===== src/rtl/rv_pkg.sv =====
// Shared RV32I/RV64I decode definitions: immediate selector encodings,
// skid-buffer states, default XLEN and base opcode constants.
package rv_pkg;

    localparam int XLEN_DEF = 32;

    typedef enum logic [2:0] {
        IMM_I     = 3'b000,
        IMM_S     = 3'b001,
        IMM_B     = 3'b010,
        IMM_J     = 3'b011,
        IMM_U     = 3'b100,
        IMM_Z     = 3'b101,
        IMM_SHAMT = 3'b110,
        IMM_RSVD  = 3'b111
    } imm_sel_t;

    typedef enum logic [1:0] {
        ST_EMPTY = 2'd0,
        ST_ONE   = 2'd1,
        ST_TWO   = 2'd2
    } buf_state_t;

    localparam logic [6:0] OPC_LUI    = 7'b0110111;
    localparam logic [6:0] OPC_AUIPC  = 7'b0010111;
    localparam logic [6:0] OPC_JAL    = 7'b1101111;
    localparam logic [6:0] OPC_JALR   = 7'b1100111;
    localparam logic [6:0] OPC_BRANCH = 7'b1100011;
    localparam logic [6:0] OPC_LOAD   = 7'b0000011;
    localparam logic [6:0] OPC_STORE  = 7'b0100011;
    localparam logic [6:0] OPC_OP_IMM = 7'b0010011;
    localparam logic [6:0] OPC_OP     = 7'b0110011;
    localparam logic [6:0] OPC_SYSTEM = 7'b1110011;

endpackage


===== src/rtl/imm_extract.sv =====
// Combinational immediate extraction: instruction word + selector -> XLEN imm + err.
// Selector 101 (CSR zimm) is only legal when IMMGEN_ZIMM_EN is defined.
module imm_extract
    import rv_pkg::*;
#(
    parameter int XLEN = XLEN_DEF
) (
    input  logic [31:0]     inst,
    input  logic [2:0]      sel,
    output logic [XLEN-1:0] imm,
    output logic            err
);

    // The opcode field never contributes to any immediate.
    logic unused_opc;
    assign unused_opc = ^inst[6:0];

    function automatic logic [XLEN-1:0] sext32(input logic signed [31:0] v);
        return XLEN'(v);
    endfunction

    function automatic logic [XLEN-1:0] zext6(input logic [5:0] v);
        return XLEN'(v);
    endfunction

    always_comb begin
        imm = '0;
        err = 1'b0;
        case (imm_sel_t'(sel))
            IMM_I: imm = sext32({{20{inst[31]}}, inst[31:20]});
            IMM_S: imm = sext32({{20{inst[31]}}, inst[31:25], inst[11:7]});
            IMM_B: imm = sext32({{19{inst[31]}}, inst[31], inst[7], inst[30:25], inst[11:8], 1'b0});
            IMM_J: imm = sext32({{11{inst[31]}}, inst[31], inst[19:12], inst[20], inst[30:21], 1'b0});
            IMM_U: imm = sext32({inst[31:12], 12'b0});
            IMM_Z: begin
`ifdef IMMGEN_ZIMM_EN
                imm = zext6({1'b0, inst[19:15]});
`else
                err = 1'b1;
`endif
            end
            IMM_SHAMT: imm = (XLEN == 64) ? zext6(inst[25:20]) : zext6({1'b0, inst[24:20]});
            default: err = 1'b1;
        endcase
    end

endmodule


===== src/rtl/imm_gen_pipe.sv =====
// Immediate generator with a 2-entry skid buffer on a valid/ready handshake.
// Build option IMMGEN_ZIMM_EN enables the CSR zimm selector (see imm_extract).
module imm_gen_pipe
    import rv_pkg::*;
#(
    parameter int XLEN  = XLEN_DEF,
    parameter int TAG_W = 5
) (
    input  logic             clk,
    input  logic             rst_n,
    input  logic             in_valid,
    output logic             in_ready,
    input  logic [31:0]      in_inst,
    input  logic [2:0]       in_sel,
    input  logic [TAG_W-1:0] in_tag,
    output logic             out_valid,
    input  logic             out_ready,
    output logic [XLEN-1:0]  out_imm,
    output logic [TAG_W-1:0] out_tag,
    output logic             out_err
);

    logic [XLEN-1:0]  ext_imm_p0;
    logic             ext_err_p0;
    logic [XLEN-1:0]  skid_imm_p1;
    logic [TAG_W-1:0] skid_tag_p1;
    logic             skid_err_p1;
    buf_state_t       state;
    logic             in_fire;
    logic             out_fire;

    imm_extract #(.XLEN(XLEN)) u_extract (
        .inst (in_inst),
        .sel  (in_sel),
        .imm  (ext_imm_p0),
        .err  (ext_err_p0)
    );

    assign in_fire  = in_valid && in_ready;
    assign out_fire = out_valid && out_ready;

    // ---- stage p0 -> p1: main (out_*) and skid entries ----
    // in_ready is registered as "skid will be empty", so out_ready never reaches it combinationally.
    always_ff @(posedge clk or negedge rst_n) begin
        if (!rst_n) begin
            state       <= ST_EMPTY;
            in_ready    <= 1'b0;
            out_valid   <= 1'b0;
            out_imm     <= '0;
            out_tag     <= '0;
            out_err     <= 1'b0;
            skid_imm_p1 <= '0;
            skid_tag_p1 <= '0;
            skid_err_p1 <= 1'b0;
        end else begin
            case (state)
                ST_EMPTY: begin
                    in_ready <= 1'b1;
                    if (in_fire) begin
                        out_imm   <= ext_imm_p0;
                        out_tag   <= in_tag;
                        out_err   <= ext_err_p0;
                        out_valid <= 1'b1;
                        state     <= ST_ONE;
                    end
                end
                ST_ONE: begin
                    in_ready <= !(in_fire && !out_fire);
                    if (in_fire && out_fire) begin
                        out_imm <= ext_imm_p0;
                        out_tag <= in_tag;
                        out_err <= ext_err_p0;
                    end else if (in_fire) begin
                        skid_imm_p1 <= ext_imm_p0;
                        skid_tag_p1 <= in_tag;
                        skid_err_p1 <= ext_err_p0;
                        state       <= ST_TWO;
                    end else if (out_fire) begin
                        out_valid <= 1'b0;
                        state     <= ST_EMPTY;
                    end
                end
                ST_TWO: begin
                    in_ready <= out_fire;
                    if (out_fire) begin
                        out_imm <= skid_imm_p1;
                        out_tag <= skid_tag_p1;
                        out_err <= skid_err_p1;
                        state   <= ST_ONE;
                    end
                end
                default: begin
                    state     <= ST_EMPTY;
                    out_valid <= 1'b0;
                    in_ready  <= 1'b0;
                end
            endcase
        end
    end

endmodule


===== config.mk =====
export PLATFORM = sky130hd
export DESIGN_NAME = imm_gen_pipe
export DESIGN_NICKNAME = d
export VERILOG_FILES = /design/src/rtl/rv_pkg.sv /design/src/rtl/imm_extract.sv /design/src/rtl/imm_gen_pipe.sv
export SDC_FILE = /design/constraint.sdc
export NUM_CORES = 1
export LEC_CHECK = 0
export ABC_AREA = 1
export BUFFER_PORTS_ARGS = -buffer_cell sky130_fd_sc_hd__buf_2
export CAP_MARGIN = 25
export CORE_MARGIN = 4
export CORE_UTILIZATION = 30
export DETAILED_ROUTE_END_ITERATION = 8
export PLACE_DENSITY = 0.47
export SLEW_MARGIN = 20
export SYNTH_ARGS = -nofsm -noshare
export SYNTH_HDL_FRONTEND = slang
export SYNTH_SLANG_ARGS = --single-unit

===== constraint.sdc =====
create_clock -name clk -period 1.2 [get_ports clk]
set_clock_uncertainty 0.1 [all_clocks]
set_input_delay 0.12 -clock clk [delete_from_list [all_inputs] [get_ports clk]]
set_output_delay 0.12 -clock clk [all_outputs]
set_load 0.005 [all_outputs]

## After elaboration in Yosys (flattened, before gate mapping)

Index checks and enable logic that the tools add are counted.

- Register bits after elaboration: 80

- Reductions and logical operators: 14
- Bitwise gates (word level): 2
- Eq/ne operators: 14
- Multiplexer cells: 26

Operators by type and width:

| operator | number |
|---|---|
| $pmux 32 s6 | 1 |
| $mux 32 | 3 |
| $pmux 32 s3 | 1 |
| $mux 5 | 3 |
| $pmux 5 s3 | 1 |
| $ne 2x2->1 const B | 6 |
| $mux 2 | 5 |
| $pmux 1 s3 | 3 |
| $mux 1 | 8 |
| $reduce_and 4->1 | 2 |
| $eq 3x2->1 const B | 2 |
| $eq 3x3->1 const B | 2 |
| $pmux 2 s3 | 1 |
| $reduce_or 6->1 | 1 |
| $reduce_and 5->1 | 1 |
| $logic_and 1x1->1 | 4 |
| $eq 3x1->1 const B | 1 |
| $logic_not 3->1 | 1 |
| $ne 3x3->1 const B | 1 |
| $reduce_and 3->1 | 1 |
| $reduce_bool 3->1 | 1 |
| $eq 2x1->1 const B | 1 |
| $eq 2x2->1 const B | 1 |
| $logic_not 1->1 | 2 |
| 2 further kinds | 3 |

## Depth between registers and ports, before layout

Gate-level depths: netlist (run 1).

- Depth after elaboration: 5
- Depth in mapped cells: 8

## Hierarchy

Synthesis (run 1) repeated with hierarchy kept, for this count alone.

- Cell total of the unflattened synthesis: 563
- Area total of the unflattened synthesis: 4112.7 um^2

By module, submodules not included:

| module | times used | sequential area each (um^2) | cells an instance | area an instance (um^2) |
|---|---|---|---|---|
| imm_gen_pipe | 1 | 2001.9 | 479 | 3678.5 |
| imm_extract | 1 | 0.0 | 84 | 434.2 |

## Worst setup path after synthesis (run 1)

Ideal clock, no wire load.

- Path type: reg2reg
- Start: register state[1]
- End: register out_imm[31]
- Period minus slack after synthesis: 1.353 ns
- Slack: -0.153 ns
- Data arrival time: 1.131 ns
- Cell stages (with the launch flop): 8
- Data required time: 0.978 ns
- Buffers on the path: 2
- Path through: dfrtp_1 inv_2 nor2_4 inv_2 buf_2 buf_6 o211ai_2 nand2_1

- Cells in the longest elaborated chain, start to end: 3
- Elaborated cells between the ends (all ways): 9

RTL lines:

| what | line | RTL |
|---|---|---|
| start: declaration | imm_gen_pipe.sv:28 | `buf_state_t state;` |
| start signal: assignment | imm_gen_pipe.sv:46 | `state <= ST_EMPTY;` |
| start signal: assignment | imm_gen_pipe.sv:64 | `state <= ST_ONE;` |
| start signal: assignment | imm_gen_pipe.sv:77 | `state <= ST_TWO;` |
| $eq 2x1->1 (tied with other cells) | imm_gen_pipe.sv:56 | `case (state)` |
| $ne 2x2->1 (no line) or $reduce_bool 3->1 (tied branches) | - |  |
| $reduce_and 4->1 (no line) | - |  |
| end signal: assignment | imm_gen_pipe.sv:60 | `out_imm <= ext_imm_p0;` |
| end signal: assignment | imm_gen_pipe.sv:70 | `out_imm <= ext_imm_p0;` |
| end signal: assignment | imm_gen_pipe.sv:86 | `out_imm <= skid_imm_p1;` |
| end: declaration | imm_gen_pipe.sv:18 | `output logic [XLEN-1:0] out_imm,` |

Several ways; a longest one is shown, not always the timed one.
A chain may end at the register's enable or synchronous reset.

## Worst setup path in the final report (run 1)

- Start: register state[0]
- End: register out_imm[6]

The elaborated chain is that of the path after synthesis.

==> results of run 1 <==
power by group through the flow:
stage	sequential, uW	combinational (uW)	clock (uW)
3_5_place_dp	2750	330	0
3_3_place_gp	2750	330	0
6_report	2700	364	2510
2_1_floorplan	2750	115	0
5_1_grt	2700	410	2700
4_1_cts	2700	358	2570
synthesized netlist by cell type (all sizes together):
master  count
or2        10
nand4       5
clkbuf      3
inv        38
o211ai     12
dfrtp      80
nand2     227
o21ai      49
buf        23
nand3      31
nor2       31
nor3        1
layout by cell type, fill, tap and decap left out, types with 4 or more instances in the layout:
cell type	netlist	routed
sky130_fd_sc_hd__buf_4	3	21
sky130_fd_sc_hd__o21ai_0	34	10
sky130_fd_sc_hd__nand3_2	0	9
sky130_fd_sc_hd__clkbuf_16	0	16
sky130_fd_sc_hd__inv_1	35	34
sky130_fd_sc_hd__or2_2	6	4
sky130_fd_sc_hd__nor2_2	0	4
sky130_fd_sc_hd__clkbuf_1	3	4
sky130_fd_sc_hd__or2_0	4	4
sky130_fd_sc_hd__buf_12	0	14
sky130_fd_sc_hd__dlygate4sd3_1	0	8
sky130_fd_sc_hd__nand2_2	0	58
sky130_fd_sc_hd__o21ai_2	1	18
sky130_fd_sc_hd__buf_16	0	6
sky130_fd_sc_hd__nor2_4	2	7
sky130_fd_sc_hd__nand4_1	4	4
sky130_fd_sc_hd__nor2_1	29	20
sky130_fd_sc_hd__nand3_1	31	18
sky130_fd_sc_hd__buf_2	11	74
sky130_fd_sc_hd__o21ai_1	14	21
sky130_fd_sc_hd__nand3_4	0	4
sky130_fd_sc_hd__buf_6	7	15
sky130_fd_sc_hd__buf_8	0	4
sky130_fd_sc_hd__nand2_4	0	12
sky130_fd_sc_hd__o211ai_1	10	10
sky130_fd_sc_hd__dfrtp_1	80	78
sky130_fd_sc_hd__nand2_1	227	156
cell type report:
class	instances	area, um2	area share (%)
multi-input cells	366	2080	33.5
inverters	38	163	2.63
repair inverters	1	11.3	0.182
flip-flops and latches	80	2000	32.4
repair buffers	149	1460	23.6
well taps	172	215	3.48
clock buffers	14	254	4.10
diodes	1	2.50	0.0404
clock inverters	1	5.00	0.0809
critical path, delay by kind of cell, from the launching register on:
family | cells | cell delay (ns)
simple gates | 4 | 0.39
flops | 1 | 0.42
compound gates | 1 | 0.10
buf+inv | 3 | 0.47
cells by family after synthesis:
kind of cell           count (synthesis)  share of synthesized area (%)
buffers and inverters                 64                           8.11
AO/OA/AOI/OAI                         61                           8.91
flip-flops                            80                           51.1
AND/OR/NAND/NOR                      305                           31.9
timing repair:
action / CTS / global route
resized for setup: 100 / 92
hold buffers: 8 / 0
setup endpoints to repair: 81 / 81
cloned: 8 / 8
hold endpoints to repair: 91 / 0
setup buffers: 13 / 3
pin swaps: 22 / 41
sequential cells by signal (all words and copies together) (netlist names):
| signal | flops |
|---|---|
| skid_err_p1 | 1 |
| state | 2 |
| out_tag | 5 |
| out_valid | 1 |
| out_imm | 32 |
| skid_imm_p1 | 32 |
| skid_tag_p1 | 5 |
| in_ready | 1 |
| out_err | 1 |
stage by stage:
stage | setup WS, ns | hold slack, ns | cells
finish | -0.342 | 0.0123 | 822
CTS | -0.271 | 0.00212 | 811
global route | -0.390 | 0.0402 | 821
detailed placement | -0.280 | -0.0820 | 768
global placement | -0.262 | -0.0859 | 768
floorplan | -0.129 | -0.276 | 510
per-layer routing:
metal / part of all wire (%) / track usage [%] / up-vias / routed length [um]
met3: 4.2 / 3.41 / 16 / 552
li1: - / - / 1896 / -
met4: 1.8 / 7.00 / 0 / 241
met5: 0 / 0 / - / 0
met2: 47 / 27.1 / 76 / 6240
met1: 47 / 24.0 / 1845 / 6120
how the worst max path moves through the flow:
stage,end,depth (start not counted),slack [ns]
3_3_place_gp,out_imm[4]$_DFFE_PN0P_,7,-0.26
4_1_cts,skid_imm_p1[5]$_DFFE_PN0P_,8,-0.27
3_5_place_dp,out_tag[4]$_DFFE_PN0P_,7,-0.28
6_report,out_imm[6]$_DFFE_PN0P_,8,-0.34
5_1_grt,skid_imm_p1[16]$_DFFE_PN0P_,8,-0.39
2_1_floorplan,skid_imm_p1[10]$_DFFE_PN0P_,7,-0.13
==> out/metrics.cfg, run 1 <==
[run_status]
run_status = complete, but fails checks
failed_checks = setup timing

[worst_hold_path]
holdCritPathClass = input port to flip-flop
hold_path.startpoint = in_inst[10]
hold_critical_path_endpoint = skid_imm_p1[3]$_DFFE_PN0P_
timing.hold.worst_path_depth = 5

[sta]
max_slew_margin_pct = 76.9
fin_crit_sh_pct = 128
setup_viol = 80
final_setup_slack_of_the_worst_path_ns = -0.342
timing.final.hold_violations = 0
rsz_0062_raised_after_global_routing = yes
max_slew.worst_pin.slew_ns = 0.342
final_max_slew_viol_count = 0
post-route-min-period_ns = 1.54
max_freq_ghz = 0.649
final.setup.tns_ns = -21.88

[final_layout]
area_growth_pct = 58.0
final_cell_area_mm2 = 0.00619
final_core_util_pct = 48.6
final_net_count = 689
layout-drive-gt1-share_pct = 43.5
layout.filler_cells = 1266

[yosys]
yosysSeqAreaShare_pct = 51.1
yosys-top-cells-area = sky130_fd_sc_hd__dfrtp_1, sky130_fd_sc_hd__nand2_1, sky130_fd_sc_hd__o21ai_0, sky130_fd_sc_hd__nand3_1, sky130_fd_sc_hd__inv_1
syn-num-nets = 554
synth_seq_cells = 80
synthDistinctLibCells = 22
yosys.area.top_type_share_pct = 51.1
yosys_warnings = 0
synth_area_per_cell_um2 = 7.68
syn_area_mm2 = 0.00392
post-synth-top-area-cell = sky130_fd_sc_hd__dfrtp_1
post_synth_inst_count = 510

[drt]
final_antenna_net_count = 0
vias = 3833
routed_wire_per_std_cell_um = 16.0
drc = 0
via_per_inst = 4.66
routed_wire_length_um = 13200
dr.pass1.iters = 4
iter_0_drt_violations = 165

[clock_tree]
number_of_sinks_driven_by_the_clock_tree = 80
insertion_delay_ns = 0.34
cts_max_path_buffers = 2
cts_root_buf = sky130_fd_sc_hd__clkbuf_16
cts_tree = built
maximum_level_of_the_cts_h_tree = 3
num_cts_buffers = 9
cts.clk_slew.worst_paths_ns = 0.06

[placed_design]
portBuffers = 76
place_congestion = 0.767
hpwl_um = 7890
post_dp_cell_area_mm2 = 0.00473

[power]
totalPowerFinal_uw = 5580
power_switching_share_pct = 23.3
clockPowerShare_pct = 45.1
power_dissipated_by_switching_net_loads_uw = 1300
ir_worst_vdd_mv = 0.476
comb_power_share_pct = 6.5
powerDensity_mw_per_mm2 = 901
seqPwrFrac_pct = 48.4
p_leak_uw = 0.00324
internal-power_uw = 4280

[floorplanning]
row_count = 41
ios = 84
die-width_um = 122
die-area_mm2 = 0.0150
die_height_um = 122
design.core.area_mm2 = 0.0127
effective_utilization_at_floorplan_pct = 30.8

[worst_setup_path]
r2r-end = out_imm[6]$_DFFE_PN0P_
cp_slowest_cell = sky130_fd_sc_hd__dfrtp_2
timing.critical_path.required_ns = 1.38
worstSetupPathType = flip-flop to flip-flop
r2r_startpoint = state[0]$_DFFE_PN0P_
worstPathMaxFanout = 6
critical-path-max-stage-delay_ns = 0.42
r2r_setup_slack_ns = -0.34
end_kind = flip-flop
worst_ep_arrival_time_ns = 1.72
critical_path.startpoint_type = flip-flop
rr_worst_depth = 8
startpoint = state[0]$_DFFE_PN0P_
crit_path_cell_trace = buf_6, nand2_4, nand3_4, nor2_4, buf_12, clkbuf_16, o211ai_1, nand2_1

[run]
number_of_violations_of_the_max_capacitance_limit = 0

[global_route]
grt_start_max_net_pins = 39
groute.usage.overall_pct = 17.5
overflow = 0
antenna_found_initial = 1
first_global_vias = 3721
grt_pass1_wl_um = 19900

Power figures use the tool's default switching activity.
==> run 2, diff against run 1 <==
- PLACE_DENSITY: 0.47 -> not set
- SYNTH_HIERARCHICAL: not set -> 1
==> out/metrics.cfg, run 2 <==
[run_status]
run_status = complete, but fails checks
failed_checks = setup timing

[final_layout]
n_antenna_cell = 0  ; -1
area_growth_pct = 37.3
final_net_count = 713  ; +3.5%
layout.cells.most_common = sky130_fd_sc_hd__nand2_1
most-common-layout-cells = sky130_fd_sc_hd__nand2_1, sky130_fd_sc_hd__dfrtp_1, sky130_fd_sc_hd__buf_2
layout.filler_cells = 1395  ; +10%
biggestRegsByFlops = out_imm x32, skid_imm_p1 x32
layout-drive-gt1-share_pct = 30.1  ; -13 points

[global_route]
grt_pass1_wl_um = 19000  ; -4.4%
first_global_vias = 3827  ; +2.8%
grt_start_max_net_pins = 40  ; +2.6%
groute.usage.overall_pct = 14.8  ; -2.6 points
overflow = 0  ; unchanged
antenna_found_initial = 0  ; -1

[power]
p_leak_uw = 0.00284  ; -12%
powerDensity_mw_per_mm2 = 1020  ; +13%
comb_power_share_pct = 6.7  ; +0.2 points
internal-power_uw = 4440  ; +3.7%
totalPowerFinal_uw = 5760  ; +3.3%
power_switching_share_pct = 23.0  ; -0.28 points
ir_worst_vdd_mv = 0.890  ; +87%
clockPowerShare_pct = 46.5  ; +1.4 points
seqPwrFrac_pct = 46.8  ; -1.6 points
power_dissipated_by_switching_net_loads_uw = 1320  ; +2.1%

[yosys]
synth_seq_cells = 80  ; unchanged
syn_area_mm2 = 0.00411  ; +5.0%
post-synth-top-area-cell = sky130_fd_sc_hd__dfrtp_1
yosys_warnings = 6  ; +6
post_synth_edffs = 0  ; unchanged
yosysSeqAreaShare_pct = 48.7  ; -2.4 points
yosys.area.top_type_share_pct = 48.7  ; -2.4 points
syn-num-nets = 607  ; +9.6%
most_common_cell_in_the_synthesized_netlist = sky130_fd_sc_hd__nand2_1
synth_async_sr_flop_share_pct = 100  ; unchanged
synthDistinctLibCells = 21  ; -4.5%
synth-main-ff-cell = sky130_fd_sc_hd__dfrtp_1
synth_area_per_cell_um2 = 7.30  ; -4.9%
post_synth_inst_count = 563  ; +10%
yosys-top-cells-area = sky130_fd_sc_hd__dfrtp_1, sky130_fd_sc_hd__nand2_1, sky130_fd_sc_hd__inv_1, sky130_fd_sc_hd__nand3_1, sky130_fd_sc_hd__o21ai_0
synth_common_cells = sky130_fd_sc_hd__nand2_1, sky130_fd_sc_hd__dfrtp_1, sky130_fd_sc_hd__inv_1

[floorplanning]
effective_utilization_at_floorplan_pct = 30.8  ; about the same
die-area_mm2 = 0.0156  ; +4.6%
ios = 84  ; unchanged
die-width_um = 125  ; +2.3%
row_count = 42  ; +2.4%
design.core.area_mm2 = 0.0133  ; +4.9%
die_height_um = 125  ; +2.3%

[drt]
routed_wire_length_um = 11900  ; -9.6%
dr.pass1.iters = 4  ; unchanged
routed_wire_per_std_cell_um = 14.0  ; -13%
drc = 0  ; unchanged
vias = 3840  ; +0.18%
iter_0_drt_violations = 219  ; +33%
via_per_inst = 4.52  ; -3.1%
final_antenna_net_count = 0  ; unchanged

[sta]
setup_viol = 79  ; -1.3%
rsz_0062_raised_after_global_routing = yes
max_slew_margin_pct = 72.6  ; -4.3 points
post-route-min-period_ns = 1.41  ; -0.131 ns
final_max_slew_viol_count = 0  ; unchanged
timing.final.hold_violations = 0  ; unchanged
fin_crit_sh_pct = 118  ; -11 points
max_slew.worst_pin.slew_ns = 0.408  ; +0.0658 ns
max_freq_ghz = 0.709  ; +9.3%
final_setup_slack_of_the_worst_path_ns = -0.211  ; +0.131 ns

[clock_tree]
cts.clk_slew.worst_paths_ns = 0.06  ; about the same
cts_max_path_buffers = 2  ; unchanged
insertion_delay_ns = 0.34  ; about the same
num_cts_buffers = 9  ; unchanged
cts_tree = built
cts_root_buf = sky130_fd_sc_hd__clkbuf_16
maximum_level_of_the_cts_h_tree = 3  ; unchanged
number_of_sinks_driven_by_the_clock_tree = 80  ; unchanged

[worst_hold_path]
holdCritPathClass = input port to flip-flop
hold_path.startpoint = in_inst[17]

[run]
number_of_violations_of_the_max_capacitance_limit = 0  ; unchanged

[worst_setup_path]
timing.critical_path.required_ns = 1.38  ; about the same
worst_ep_arrival_time_ns = 1.59  ; -0.13 ns
worstPathMaxFanout = 6  ; unchanged
end_kind = flip-flop
r2r_setup_slack_ns = -0.21  ; +0.13 ns
startpoint = state[0]$_DFFE_PN0P_
r2r_startpoint = state[0]$_DFFE_PN0P_
critical_path.startpoint_type = flip-flop
worstSetupPathType = flip-flop to flip-flop

[placed_design]
place_congestion = 0.804  ; +4.9%
preCtsSetupSlack_ns = -0.197  ; +0.0829 ns
hpwl_um = 7860  ; -0.40%
portBuffers = 76  ; unchanged

==> run 2: layout make-up <==
cell class,count,area (um2),share of cell area [%]
Sequential cell,80,2000,35.5
Multi-Input combinational cell,391,1840,32.6
Timing Repair Buffer,126,1060,18.8
Clock buffer,10,229,4.06
Inverter,61,229,4.06
Tap cell,176,220,3.90
Clock inverter,6,60.1,1.06
==> run 2: worst paths after layout <==
path / to / cells past startpoint
max: out_imm[21]$_DFFE_PN0P_ / 7
min: skid_imm_p1[17]$_DFFE_PN0P_ / 5
max reg2reg: out_imm[21]$_DFFE_PN0P_ / 7
min reg2reg: out_imm[8]$_DFFE_PN0P_ / 2
max in group asynchronous: skid_imm_p1[12]$_DFFE_PN0P_ / 3
min in group asynchronous: out_imm[8]$_DFFE_PN0P_ / 2
==> run 2: routing by layer <==
layer | up-vias | wire length (um) | track usage (%)
met1 | 1803 | 5350 | 19.2
met2 | 85 | 5770 | 24.2
li1 | 1939 | - | -
met4 | 0 | 170 | 3.76
met5 | - | 0 | 0
met3 | 13 | 600 | 4.69
==> run 2: cells by family after synthesis <==
| family | Yosys count | synth area share, % |
|---|---|---|
| compound gates | 57 | 8.15 |
| buf+inv | 92 | 10.6 |
| flops | 80 | 48.7 |
| simple gates | 334 | 32.6 |
==> run 2: critical path, stage by stage, from the launching register on <==
cell,delay (ns)
sky130_fd_sc_hd__dfrtp_2,0.45
sky130_fd_sc_hd__inv_2,0.10
sky130_fd_sc_hd__nand2_2,0.09
sky130_fd_sc_hd__a21oi_4,0.15
sky130_fd_sc_hd__buf_12,0.16
sky130_fd_sc_hd__clkbuf_16,0.16
sky130_fd_sc_hd__nand3_2,0.07
sky130_fd_sc_hd__nand2_1,0.08
==> run 2: power groups by stage <==
stage | Sequential [uW] | Clock (uW) | Combinational (uW)
global placement | 2750 | 0 | 360
detailed placement | 2750 | 0 | 368
finish | 2700 | 2680 | 385
global route | 2700 | 2890 | 437
CTS | 2700 | 2770 | 386
floorplan | 2750 | 0 | 164
==> run 2: metrics by stage <==
| step | hold slack (ns) | std cells | util, % | TNS [ns] | instance area [um2] |
|---|---|---|---|---|---|
| 6_report | 0.0337 | 850 | 42.3 | -12.00 | 5650 |
| 5_1_grt | 0.0526 | 850 | 42.3 | -17.36 | 5650 |
| 4_1_cts | 0.0189 | 841 | 40.5 | -10.68 | 5410 |
| 3_5_place_dp | -0.0434 | 819 | 37.4 | -10.53 | 4990 |
| 3_3_place_gp | -0.0425 | 819 | 37.4 | -9.37 | 4990 |
| 2_1_floorplan | -0.276 | 563 | - | -3.67 | 4210 |
==> run 2: what timing repair did <==
| action | CTS | global route |
|---|---|---|
| setup endpoints to repair | 80 | 82 |
| hold endpoints to repair | 85 | 0 |
| setup buffers | 0 | 4 |
| gates resized for setup | 26 | 26 |
| cloned | 0 | 5 |
| hold buffers | 6 | 0 |
